## src/rtl/gold_code_if.sv

```systemverilog
// Control/status bundle for gold_code_gen.
// Macro GOLD_BIPOLAR_EN adds the signed bipolar chip output.
interface gold_code_if #(
    parameter int unsigned N = 6
);
    logic         start;
    logic         stop;
    logic [N-1:0] seed_a;
    logic [N-1:0] seed_b;
    logic [N-1:0] shift_b;
    logic         chip_en;
    logic         busy;
    logic         valid;
    logic         code_gold;
    logic [N-1:0] chip_idx;
    logic         epoch;
`ifdef GOLD_BIPOLAR_EN
    logic signed [1:0] chip_bip;
`endif

    modport master (
        output start, stop, seed_a, seed_b, shift_b, chip_en,
        input  busy, valid, code_gold, chip_idx, epoch
`ifdef GOLD_BIPOLAR_EN
        , input chip_bip
`endif
    );

    modport slave (
        input  start, stop, seed_a, seed_b, shift_b, chip_en,
        output busy, valid, code_gold, chip_idx, epoch
`ifdef GOLD_BIPOLAR_EN
        , output chip_bip
`endif
    );
endinterface

```

## src/rtl/gold_code_gen.sv

```systemverilog
// Gold-code chip generator: two Fibonacci LFSRs with a runtime phase offset on B.
// Macro GOLD_BIPOLAR_EN adds the chip_bip (+1/-1) output.
module gold_code_gen #(
    parameter int unsigned    N      = 6,
    parameter logic [N-1:0]   POLY_A = N'(6'b000011),
    parameter logic [N-1:0]   POLY_B = N'(6'b100111)
) (
    input  logic      clkin,
    input  logic      rst,
    gold_code_if.slave bus
);
    localparam logic [N-1:0] LMax = '1;

    typedef enum logic [1:0] {StIdle, StLoad, StAlign, StRun} state_e;

    state_e       state_q, state_d;
    logic [N-1:0] a_q, a_d, b_q, b_d;
    logic [N-1:0] cnt_q, cnt_d, idx_q, idx_d;
    logic         epoch_q, epoch_d;
    logic         busy_q, valid_q;

    function automatic logic [N-1:0] lfsr_step(input logic [N-1:0] s, input logic [N-1:0] poly);
        return {^(s & poly), s[N-1:1]};
    endfunction

    always_comb begin
        state_d = state_q;
        a_d     = a_q;
        b_d     = b_q;
        cnt_d   = cnt_q;
        idx_d   = idx_q;
        epoch_d = 1'b0;
        unique case (state_q)
            StIdle: begin
                if (bus.start) begin
                    // All-zero state would lock the LFSR; an all-ones offset is a full period.
                    a_d     = (bus.seed_a == '0) ? N'(1) : bus.seed_a;
                    b_d     = (bus.seed_b == '0) ? N'(1) : bus.seed_b;
                    cnt_d   = (bus.shift_b == LMax) ? '0 : bus.shift_b;
                    idx_d   = '0;
                    state_d = StLoad;
                end
            end
            StLoad: begin
                state_d = (cnt_q == '0) ? StRun : StAlign;
            end
            StAlign: begin
                if (bus.stop) begin
                    state_d = StIdle;
                end else begin
                    b_d   = lfsr_step(b_q, POLY_B);
                    cnt_d = cnt_q - N'(1);
                    if (cnt_q == N'(1)) state_d = StRun;
                end
            end
            StRun: begin
                if (bus.stop) begin
                    state_d = StIdle;
                end else if (bus.chip_en) begin
                    a_d = lfsr_step(a_q, POLY_A);
                    b_d = lfsr_step(b_q, POLY_B);
                    if (idx_q == LMax - N'(1)) begin
                        idx_d   = '0;
                        epoch_d = 1'b1;
                    end else begin
                        idx_d = idx_q + N'(1);
                    end
                end
            end
            default: state_d = StIdle;
        endcase
    end

    always_ff @(posedge clkin or posedge rst) begin
        if (rst) begin
            state_q <= StIdle;
            a_q     <= '0;
            b_q     <= '0;
            cnt_q   <= '0;
            idx_q   <= '0;
            epoch_q <= 1'b0;
            busy_q  <= 1'b0;
            valid_q <= 1'b0;
        end else begin
            state_q <= state_d;
            a_q     <= a_d;
            b_q     <= b_d;
            cnt_q   <= cnt_d;
            idx_q   <= idx_d;
            epoch_q <= epoch_d;
            busy_q  <= (state_d != StIdle);
            valid_q <= (state_d == StRun);
        end
    end

    assign bus.busy      = busy_q;
    assign bus.valid     = valid_q;
    // Gated so stale LFSR contents after stop never appear as a chip.
    assign bus.code_gold = valid_q & (a_q[0] ^ b_q[0]);
    assign bus.chip_idx  = idx_q;
    assign bus.epoch     = epoch_q;

`ifdef GOLD_BIPOLAR_EN
    assign bus.chip_bip = !valid_q ? 2'sb00 : ((a_q[0] ^ b_q[0]) ? 2'sb11 : 2'sb01);
`endif
endmodule

```

## src/flat_wrapper.sv

```systemverilog
// flat-port wrapper written by rule: the top's interface ports become plain ports
module gold_code_gen_flat 
#(
    parameter int unsigned    N      = 6,
    parameter logic [N-1:0]   POLY_A = N'(6'b000011),
    parameter logic [N-1:0]   POLY_B = N'(6'b100111)
)
  (clkin, rst, bus_start, bus_stop, bus_seed_a, bus_seed_b, bus_shift_b, bus_chip_en, bus_busy, bus_valid, bus_code_gold, bus_chip_idx, bus_epoch);
  gold_code_if #(.N(N)) bus_i ();
  input  logic clkin;
  input  logic rst;
  input wire logic [$bits(bus_i.start)-1:0] bus_start;
  input wire logic [$bits(bus_i.stop)-1:0] bus_stop;
  input wire logic [$bits(bus_i.seed_a)-1:0] bus_seed_a;
  input wire logic [$bits(bus_i.seed_b)-1:0] bus_seed_b;
  input wire logic [$bits(bus_i.shift_b)-1:0] bus_shift_b;
  input wire logic [$bits(bus_i.chip_en)-1:0] bus_chip_en;
  output wire logic [$bits(bus_i.busy)-1:0] bus_busy;
  output wire logic [$bits(bus_i.valid)-1:0] bus_valid;
  output wire logic [$bits(bus_i.code_gold)-1:0] bus_code_gold;
  output wire logic [$bits(bus_i.chip_idx)-1:0] bus_chip_idx;
  output wire logic [$bits(bus_i.epoch)-1:0] bus_epoch;
  assign bus_i.start = bus_start;
  assign bus_i.stop = bus_stop;
  assign bus_i.seed_a = bus_seed_a;
  assign bus_i.seed_b = bus_seed_b;
  assign bus_i.shift_b = bus_shift_b;
  assign bus_i.chip_en = bus_chip_en;
  assign bus_busy = bus_i.busy;
  assign bus_valid = bus_i.valid;
  assign bus_code_gold = bus_i.code_gold;
  assign bus_chip_idx = bus_i.chip_idx;
  assign bus_epoch = bus_i.epoch;
  gold_code_gen #(.N(N), .POLY_A(POLY_A), .POLY_B(POLY_B)) u_core (.clkin(clkin), .rst(rst), .bus(bus_i));
endmodule
```

## config.mk

```make
export PLATFORM = sky130hd
export DESIGN_NAME = gold_code_gen_flat
export DESIGN_NICKNAME = d
export VERILOG_FILES = /design/src/rtl/gold_code_if.sv /design/src/rtl/gold_code_gen.sv /design/src/flat_wrapper.sv
export SDC_FILE = /design/constraint.sdc
export NUM_CORES = 1
export LEC_CHECK = 0
export ABC_AREA = 1
export BUFFER_PORTS_ARGS = -buffer_cell sky130_fd_sc_hd__clkbuf_2
export CORE_MARGIN = 2
export CORE_UTILIZATION = 35
export CTS_CLUSTER_DIAMETER = 200
export DETAILED_ROUTE_END_ITERATION = 10
export MAX_ROUTING_LAYER = met4
export REMOVE_ABC_BUFFERS = 1
export SYNTH_ARGS = -nofsm -noshare
export SYNTH_HDL_FRONTEND = slang
export SYNTH_SLANG_ARGS = --single-unit
```

## constraint.sdc

```tcl
create_clock -name clkin -period 5.1 [get_ports clkin]
set_clock_uncertainty 0.2 [all_clocks]
set_input_delay 0.765 -clock clkin [delete_from_list [all_inputs] [get_ports clkin]]
set_output_delay 0.765 -clock clkin [all_outputs]
set_load 0.05 [all_outputs]
```

== Word-level counts from Yosys, hierarchy flattened ==
Index checks and enable logic that the tools add are counted.

* Flip-flop bits (word level): 29

* Add/sub/neg operators: 2
* Equality and inequality tests: 11
* Muxes and demuxes: 30
* Bitwise logic cells: 2
* Reductions and logical operators: 13

{| class="wikitable"
|+ Operators with widths
! cell !! number
|-
| 6-bit 2-to-1 mux || 16
|-
| 6-bit one-hot mux with 2 select lines || 3
|-
| 6-bit zero test || 3
|-
| 6-bit one-hot mux with 3 select lines || 1
|-
| 6-bit == test (second input constant) || 2
|-
| 6-bit XOR reduction || 2
|-
| 2-bit 2-to-1 mux || 4
|-
| 2-bit != test (second input constant) || 4
|-
| 2-bit one-hot mux with 4 select lines || 1
|-
| 6-bit by 1-bit adder with 6-bit output (second input constant) || 1
|-
| 2-bit == test (second input constant) || 3
|-
| 6-bit by 1-bit == test with 1-bit output (second input constant) || 1
|-
| 2-bit nonzero test || 3
|-
| 6-bit by 1-bit subtractor with 6-bit output (second input constant) || 1
|-
| 1-bit 2-to-1 mux || 5
|-
| 5-bit AND reduction || 1
|-
| 4-bit AND reduction || 1
|-
| 3-bit AND reduction || 1
|-
| 3-bit nonzero test || 1
|-
| 2-bit by 1-bit == test with 1-bit output (second input constant) || 1
|-
| 2-bit zero test || 1
|-
| 1-bit AND || 1
|-
| 1-bit XOR || 1
|}

== Longest topological paths before layout ==
Gate-level depths: netlist of run 1.

* Depth after elaboration: 5
* Gate-level depth with buffers: 12

== Least setup slack after synthesis of run 1 ==
No wires, ideal clock.

* Path type: reg-to-output
* Start: register u_core.valid_q, in the netlist u_core.bus.valid
* End: output port bus_code_gold
* Data arrival time: 1.362 ns
* Data required time: 4.135 ns
* Setup slack: 2.773 ns
* Stages on the path, launching flop included: 3
* Cells stage by stage: dfrtp_1 > nand2_1 > nor2_1

* Longest elaborated chain between the ends: 1

{| class="wikitable"
|+ RTL lines
! element !! line !! RTL
|-
| from (decl) || gold_code_gen.sv:20 || <nowiki>logic busy_q, valid_q;</nowiki>
|-
| from (signal assigned) || gold_code_gen.sv:92 || <nowiki>valid_q <= (state_d == StRun);</nowiki>
|-
| 1-bit AND || gold_code_gen.sv:99 || <nowiki>assign bus.code_gold = valid_q & (a_q[0] ^ b_q[0]);</nowiki>
|-
| to (decl) || flat_wrapper.sv:20 || <nowiki>output wire logic [$bits(bus_i.code_gold)-1:0] bus_code_gold;</nowiki>
|}

No other way between the ends.

== Final worst setup path of run 1 ==
* Start: register u_core.b_q[0]
* End: output port bus_code_gold

* Longest elaborated chain between the ends: 2

{| class="wikitable"
|+ RTL lines
! element !! line !! RTL
|-
| from (decl) || gold_code_gen.sv:17 || <nowiki>logic [N-1:0] a_q, a_d, b_q, b_d;</nowiki>
|-
| from (signal assigned) || gold_code_gen.sv:78 || <nowiki>b_q <= '0;</nowiki>
|-
| from (signal assigned) || gold_code_gen.sv:87 || <nowiki>b_q <= b_d;</nowiki>
|-
| 1-bit XOR || gold_code_gen.sv:99 ||
|-
| 1-bit AND || gold_code_gen.sv:99 ||
|}

No other way between the ends.

==> run summary, run 1 <==
========================================================================================
Status .................................................................... complete, no violations
CTS root buf .............................................................. sky130_fd_sc_hd__clkbuf_8
Critical Path Most Common Cell ............................................ sky130_fd_sc_hd__nand2_1
Clock transition at the registers of the reported paths ...................        60 ps
Total half-perimeter wirelength after legalization and detailed placement .      2790 um
Worst Hold Margin .........................................................       281 ps
Source-to-sink clock delay at the later pin of the worst-skew pair ........       280 ps
Clock tree from TritonCTS .................................................          yes
Gates resized, CTS repair .................................................            0
Avg Synthesized Cell Area .................................................     7.32 um2
Final Setup Violations ....................................................            0
Final period util .........................................................        42.6%
CP max FO .................................................................            5
Final cell count without fillers ..........................................          360
Number of synthesized register bits .......................................           29
Worst Tran Pin Value ......................................................       642 ps
Post-synth design cell area ...............................................     1860 um2
Deepest level of the CTS H-tree ...........................................            2
Area overhead of the layout relative to synthesis .........................        16.3%
Aggregate global routing overflow .........................................            0
Async S/R FF share, synth .................................................         100%
Hold path startpoint ...................................................... u_core.cnt_q[5]
Number of buffers inserted to repair setup after CTS ......................            0
Remaining design rule violation count .....................................            0
Cell total after placement ................................................          353
Starting utilization of the core area .....................................        36.4%
Unrepaired setup endpoints after global routing ...........................           no
Total track usage .........................................................        13.9%
Power share of the combinational group ....................................        54.6%
Post-CTS Hold Fix Bufs ....................................................            0
Largest net degree at the start of global routing .........................           30
Placeable core area .......................................................     5110 um2
Number of stages on the worst hold path ...................................            2
Vias in the first global route ............................................        1,483
Antenna violations before repair ..........................................            0
Fmax achieved .............................................................    0.461 GHz
Total length of routed wires ..............................................      3710 um
Reg-to-reg setup timing slack .............................................      2990 ps
Fraction of layout instances using a drive strength above 1 ...............        19.0%
Largest stage delay on the critical path ..................................       430 ps
Switching share of power ..................................................        48.4%
Worst Slack Setup Final ...................................................      2930 ps
Endpoints failing hold ....................................................            0
Number of core rows .......................................................           26
Die Outline Area ..........................................................     5910 um2
Final antenna-violating net count .........................................            0
Total Negative Setup Slacks ...............................................         0 ps
Proportion of power drawn by flip-flops and latches .......................        30.6%
Clock buffer count from CTS ...............................................            5
Internal Pwr Total ........................................................     0.675 mW
Final net count ...........................................................          322
Number of distinct standard cells referenced by the synthesized netlist ...           30
Post-synth EDFFs ..........................................................            0
Worst path required time ..................................................      4140 ps
Average routed wire per standard cell .....................................      10.3 um
Max Buffers Root-to-Sink ..................................................            2
Number of standard cells after synthesis ..................................          254
Number of primary I/O pins ................................................           33
Critical R2R Capture ...................................................... u_core.bus.chip_idx[5]
Vertical extent of the die ................................................      76.9 um
Number of violations reported at the end of detailed-routing iteration 0 ..           63
Clock power share .........................................................        14.8%
Setup slack at placement ..................................................      3010 ps
Cells traversed along the worst timing path ............................... nand2_1 -> nand2_1 -> nor2_1 -> clkbuf_2
Sequential-to-total area share from yosys stat ............................        39.0%
Crit-path slowest cell .................................................... sky130_fd_sc_hd__dfrtp_1
Switching component of the power ..........................................     0.633 mW
Antenna diodes ............................................................            0
Number of port buffers ....................................................           32
Number of cells on the worst reg-to-reg path ..............................           10
Total leakage power .......................................................      1.16 nW
Max Transition Viols Final ................................................            0
Data arrival, critical path ...............................................      1210 ps
Worst Hold End ............................................................ u_core.cnt_q[5]
Sinks on Clock Net ........................................................           29
Crit end category .........................................................   output pin
Worst rel slew slack ......................................................        57.2%
Max capacitance violation total ...........................................            0
Total power divided by cell area ..........................................   605 nW/um2
Die outline width .........................................................      76.9 um
Type of origin of the critical path .......................................    flip-flop
Worst min-delay path class ................................................      reg2reg
GPL Wtd Cong ..............................................................        0.783
Count of synthesis-stage warnings from yosys ..............................            0
First-pass GRT wire length ................................................      6430 um
Count of TritonRoute iterations in the first routing pass .................            4
Routed via count ..........................................................        1,600
Most common flop cell mapped by yosys ..................................... sky130_fd_sc_hd__dfrtp_1
R2r startpoint ............................................................ u_core.state_q[0]
Crit path time final ......................................................      2170 ps
Setup Crit Path Kind ......................................................      reg2out
Vias per cell .............................................................         4.44
Peak supply drop ..........................................................   0.000226 V
========================================================================================
==> logic make-up after synthesis <==
| group | Yosys count | synth area share, % |
|---|---|---|
| and+or+nand+nor | 130 | 29.9 |
| buffers and inverters | 44 | 10.4 |
| AOI/OAI and AO/OA | 38 | 12.7 |
| DFF | 29 | 39.0 |
| adders and majority gates | 9 | 6.06 |
| xor gates and xnor gates | 4 | 1.88 |
==> worst max-delay path by stage <==
stage,to,cells after the start,slack (ps),from
2_1_floorplan,bus_code_gold,2,2770,u_core.bus.valid
5_1_grt,u_core.bus.chip_idx[2],8,2770,u_core.state_q[0]
4_1_cts,bus_code_gold,4,2910,u_core.b_q[0]
3_5_place_dp,u_core.bus.chip_idx[2],8,3010,u_core.state_q[1]
3_3_place_gp,u_core.bus.chip_idx[2],8,3030,u_core.state_q[0]
6_report,bus_code_gold,4,2930,u_core.b_q[0]
==> cells in the mapped netlist, types with 3 or more instances <==
master                     number  share of area, %
sky130_fd_sc_hd__nand2_2        4               1.3
sky130_fd_sc_hd__o21ai_0       17               4.6
sky130_fd_sc_hd__nor2_1        21               4.2
sky130_fd_sc_hd__nand3_1       21               5.7
sky130_fd_sc_hd__buf_6          3               1.8
sky130_fd_sc_hd__dfrtp_1       29                39
sky130_fd_sc_hd__nand2_1       78                16
sky130_fd_sc_hd__o21ai_1        3              0.81
sky130_fd_sc_hd__o211ai_1       3               1.2
sky130_fd_sc_hd__inv_2          3              0.61
sky130_fd_sc_hd__a21oi_1        5               1.3
sky130_fd_sc_hd__inv_1         35               7.1
sky130_fd_sc_hd__ha_1           9               6.1
==> metrics by stage <==
step | util, % | instance area, um2 | power, mW
after CTS | 42.3 | 2160 | 1.32
final | 42.3 | 2160 | 1.31
after global routing | 42.3 | 2160 | 1.44
after floorplan | - | 1820 | 0.971
after detailed placement | 40.6 | 2080 | 1.12
after global placement | 40.6 | 2080 | 1.12
==> state kept, by name, summed over array words and instances (netlist names) <==
register and count:
u_core.a_q 6, u_core.b_q 6, u_core.bus.chip_idx 6, u_core.cnt_q 6, u_core.state_q 2, u_core.bus.busy 1, u_core.bus.epoch 1, u_core.bus.valid 1
==> final cells by class <==
class / instances / area, um2
clock buffers: 7 / 86.3
fillers: 538 / 2950
inverters: 40 / 154
multi-input cells: 181 / 941
flip-flops and latches: 29 / 726
well taps: 70 / 87.6
repair buffers: 33 / 168
==> worst max-delay path: cells and delay by family, from the launching register on <==
| kind | cells | cell delay, ps |
|---|---|---|
| simple gates | 3 | 200 |
| flops | 1 | 430 |
| buf+inv | 1 | 280 |
==> power groups by stage <==
stage | clock network (mW) | registers [mW] | logic (mW)
floorplan | 0 | 0.445 | 0.526
global placement | 0 | 0.404 | 0.717
detailed placement | 0 | 0.405 | 0.716
CTS | 0.202 | 0.401 | 0.720
global route | 0.212 | 0.414 | 0.814
finish | 0.194 | 0.400 | 0.714
==> layout by cell type (no fill, tap or decap), drive strengths merged <==
| cell type | n |
|---|---|
| nand2 | 82 |
| inv | 39 |
| clkbuf | 39 |
| dfrtp | 29 |
| nor2 | 23 |
| nand3 | 21 |
| o21ai | 20 |
| ha | 9 |
| a21oi | 5 |
| o211ai | 5 |
| o21bai | 2 |
| a31oi | 2 |
| or2 | 2 |
| xor2 | 2 |
| xnor2 | 2 |
| o31ai | 1 |
| o21a | 1 |
| clkinv | 1 |
| a22oi | 1 |
| nor3 | 1 |
| nand4 | 1 |
| o22ai | 1 |
| buf | 1 |
==> per-layer routing <==
layer	track usage (%)	wire, um	vias up
met1	18.2	1920	685
met4	5.45	68	0
met5	-	0	-
li1	-	-	879
met3	3.53	143	7
met2	20.6	1580	29
No activity file was read; power rests on OpenSTA's default activity.
==> run 2: changes to the inputs <==
Clock period 5.1 ns to 2.2 ns, I/O delays scaled along.
==> run 2 against run 1 <==
Clock power grew to 3.0 times the previous value. Combinational power rose by 130%. First-iteration DRC count down 3.2%. Core utilization is 0.98 points higher. Highest routed layer unchanged. Via count rose by 3.0%. Worst setup slack lost 2600 ps. Clock-buffer cell count is the same.
==> run summary, run 2 (synthesis gave the netlist of run 1 again) <==
========================================================================================
Final Setup Violations ....................................................            0   unchanged
Worst min-delay path class ................................................       in2reg   was reg2reg
Antenna diodes ............................................................            0   unchanged
Total half-perimeter wirelength after legalization and detailed placement .      2850 um   was 2790 um
Total track usage .........................................................        14.6%   was 13.9%
Deepest level of the CTS H-tree ...........................................            2   unchanged
Number of core rows .......................................................           26   unchanged
Data arrival, critical path ...............................................      1870 ps   was 1210 ps
Source-to-sink clock delay at the later pin of the worst-skew pair ........       290 ps   was 280 ps
Fmax achieved .............................................................    0.529 GHz
Number of port buffers ....................................................           32   unchanged
Peak supply drop ..........................................................   0.000601 V   was 0.000226 V
Total length of routed wires ..............................................      3770 um   was 3710 um
Sinks on Clock Net ........................................................           29   unchanged
Most frequent standard cell in the layout excluding fill and tap cells .... sky130_fd_sc_hd__nand2_1   unchanged
Largest net degree at the start of global routing .........................           30   unchanged
Clock transition at the registers of the reported paths ...................        70 ps   was 60 ps
Max Buffers Root-to-Sink ..................................................            2   unchanged
Final antenna-violating net count .........................................            0   unchanged
Max Transition Viols Final ................................................            0   unchanged
Endpoints failing hold ....................................................            0   unchanged
Total power divided by cell area ..........................................  1440 nW/um2   was 605 nW/um2
Placeable core area .......................................................     5110 um2   unchanged
Clock buffer count from CTS ...............................................            5   unchanged
Number of violations reported at the end of detailed-routing iteration 0 ..           61   was 63
Average routed wire per standard cell .....................................      10.4 um   was 10.3 um
First-pass GRT wire length ................................................      6680 um   was 6430 um
Total Negative Setup Slacks ...............................................         0 ps   unchanged
Die outline width .........................................................      76.9 um   unchanged
Top library cells by usage in the layout, fill and taps aside ............. sky130_fd_sc_hd__nand2_1 (78), sky130_fd_sc_hd__inv_1 (35), sky130_fd_sc_hd__clkbuf_2 (32)   unchanged
Crit end category .........................................................    flip-flop   was output pin
Type of origin of the critical path .......................................    flip-flop   unchanged
Setup slack at placement ..................................................       192 ps   was 3010 ps
Sequential cell area ......................................................      726 um2   unchanged
Crit path time final ......................................................      1890 ps
Aggregate global routing overflow .........................................            0   unchanged
Clock tree from TritonCTS .................................................          yes   unchanged
Final net count ...........................................................          324   was 322
Antenna violations before repair ..........................................            0   unchanged
CP max FO .................................................................           16   was 5
Vias per cell .............................................................         4.54   was 4.44
Fill cell total of the finished layout ....................................          569   was 538
Number of primary I/O pins ................................................           33   unchanged
Fraction of layout instances using a drive strength above 1 ...............        19.8%   was 19.0%
Max capacitance violation total ...........................................            0   unchanged
Unrepaired setup endpoints after global routing ...........................           no   unchanged
Vertical extent of the die ................................................      76.9 um   unchanged
Total leakage power .......................................................      1.18 nW   was 1.16 nW
Routed via count ..........................................................        1,648   was 1,600
Multi-input logic area ....................................................      943 um2   was 941 um2
Die Outline Area ..........................................................     5910 um2   unchanged
Number of buffers inserted to repair setup after CTS ......................            0   unchanged
Worst rel slew slack ......................................................        74.6%   was 57.2%
Vias in the first global route ............................................        1,544   was 1,483
Status .................................................................... complete, no violations   unchanged
Worst Tran Pin Value ......................................................       377 ps   was 642 ps
Count of TritonRoute iterations in the first routing pass .................            4   unchanged
Starting utilization of the core area .....................................        36.4%   unchanged
Worst path required time ..................................................      2170 ps   was 4140 ps
Final period util .........................................................        86.0%
Area overhead of the layout relative to synthesis .........................        19.0%   was 16.3%
CTS root buf .............................................................. sky130_fd_sc_hd__clkbuf_8   unchanged
Setup Crit Path Kind ......................................................      reg2reg   was reg2out
GPL Wtd Cong ..............................................................        0.825   was 0.783
Remaining design rule violation count .....................................            0   unchanged
Worst Slack Setup Final ...................................................       309 ps   was 2930 ps
========================================================================================
[run 2: cell types whose count changed in the layout (fill, tap and decap cells not counted)]
cell / before / now
sky130_fd_sc_hd__ha_2: 0 / 1
sky130_fd_sc_hd__bufinv_16: 0 / 1
sky130_fd_sc_hd__ha_1: 9 / 8
sky130_fd_sc_hd__buf_4: 1 / 2
sky130_fd_sc_hd__dlygate4sd3_1: 0 / 1
[run 2: cell type report]
| class | count | area share [%] |
|---|---|---|
| Inverter | 40 | 6.96 |
| Tap cell | 70 | 3.96 |
| Timing Repair Buffer | 35 | 8.37 |
| Clock buffer | 7 | 3.90 |
| Clock inverter | 1 | 1.36 |
| Sequential cell | 29 | 32.8 |
| Multi-Input combinational cell | 181 | 42.6 |
[run 2: routing by layer]
metal | track usage (%) | up-vias | part of all wire [%]
met5 | - | - | 0
met4 | 7.64 | 0 | 2.4
met3 | 3.41 | 8 | 3.4
met2 | 22.5 | 27 | 45
met1 | 17.7 | 735 | 49
li1 | - | 878 | -
[run 2: report_power, final]
group / total (mW) / switching [mW] / internal, mW
Sequential: 0.931 / 0.168 / 0.762
Combinational: 1.67 / 1.10 / 0.568
Clock: 0.580 / 0.211 / 0.369
Total: 3.18 / 1.48 / 1.70
[run 2: worst paths after layout]
path                                         from                     end  slack (ps)  depth (start not counted)
min in group asynchronous                     rst           u_core.a_q[4]         440                          4
worst min register to register    u_core.cnt_q[5]         u_core.cnt_q[5]         280                          2
max in group asynchronous                     rst           u_core.b_q[2]        1070                          4
worst min-delay path                bus_seed_a[5]           u_core.a_q[5]         100                          3
worst max register to register  u_core.state_q[0]  u_core.bus.chip_idx[2]         310                         10
worst max-delay path            u_core.state_q[0]  u_core.bus.chip_idx[2]         310                         10
[run 2: worst max-delay path, cell delays in order, from the launching register on]
cell	delay, ps
sky130_fd_sc_hd__dfrtp_1	410
sky130_fd_sc_hd__inv_1	100
sky130_fd_sc_hd__ha_1	240
sky130_fd_sc_hd__inv_1	100
sky130_fd_sc_hd__nand2_1	50
sky130_fd_sc_hd__nand2_1	100
sky130_fd_sc_hd__nand2_2	110
sky130_fd_sc_hd__inv_4	160
sky130_fd_sc_hd__nand2_1	80
sky130_fd_sc_hd__o21ai_0	170
sky130_fd_sc_hd__nor2_1	60
[run 2: through the flow]
step                utilization, %  power (mW)  hold WS (ps)  instance area, um2  std cells
global placement              40.8        2.60           211                2080        354
CTS                           43.3        3.22          89.0                2210        363
floorplan                        -        2.25           208                1820        250
detailed placement            40.8        2.61           214                2080        354
global route                  43.3        3.51           113                2210        363
finish                        43.3        3.18           103                2210        363
[run 2: what timing repair did]
item	in CTS	in global routing
hold buffers	1	0
endpoints found under the hold margin	29	0
resized for setup	0	1
endpoints found under the setup margin	0	1
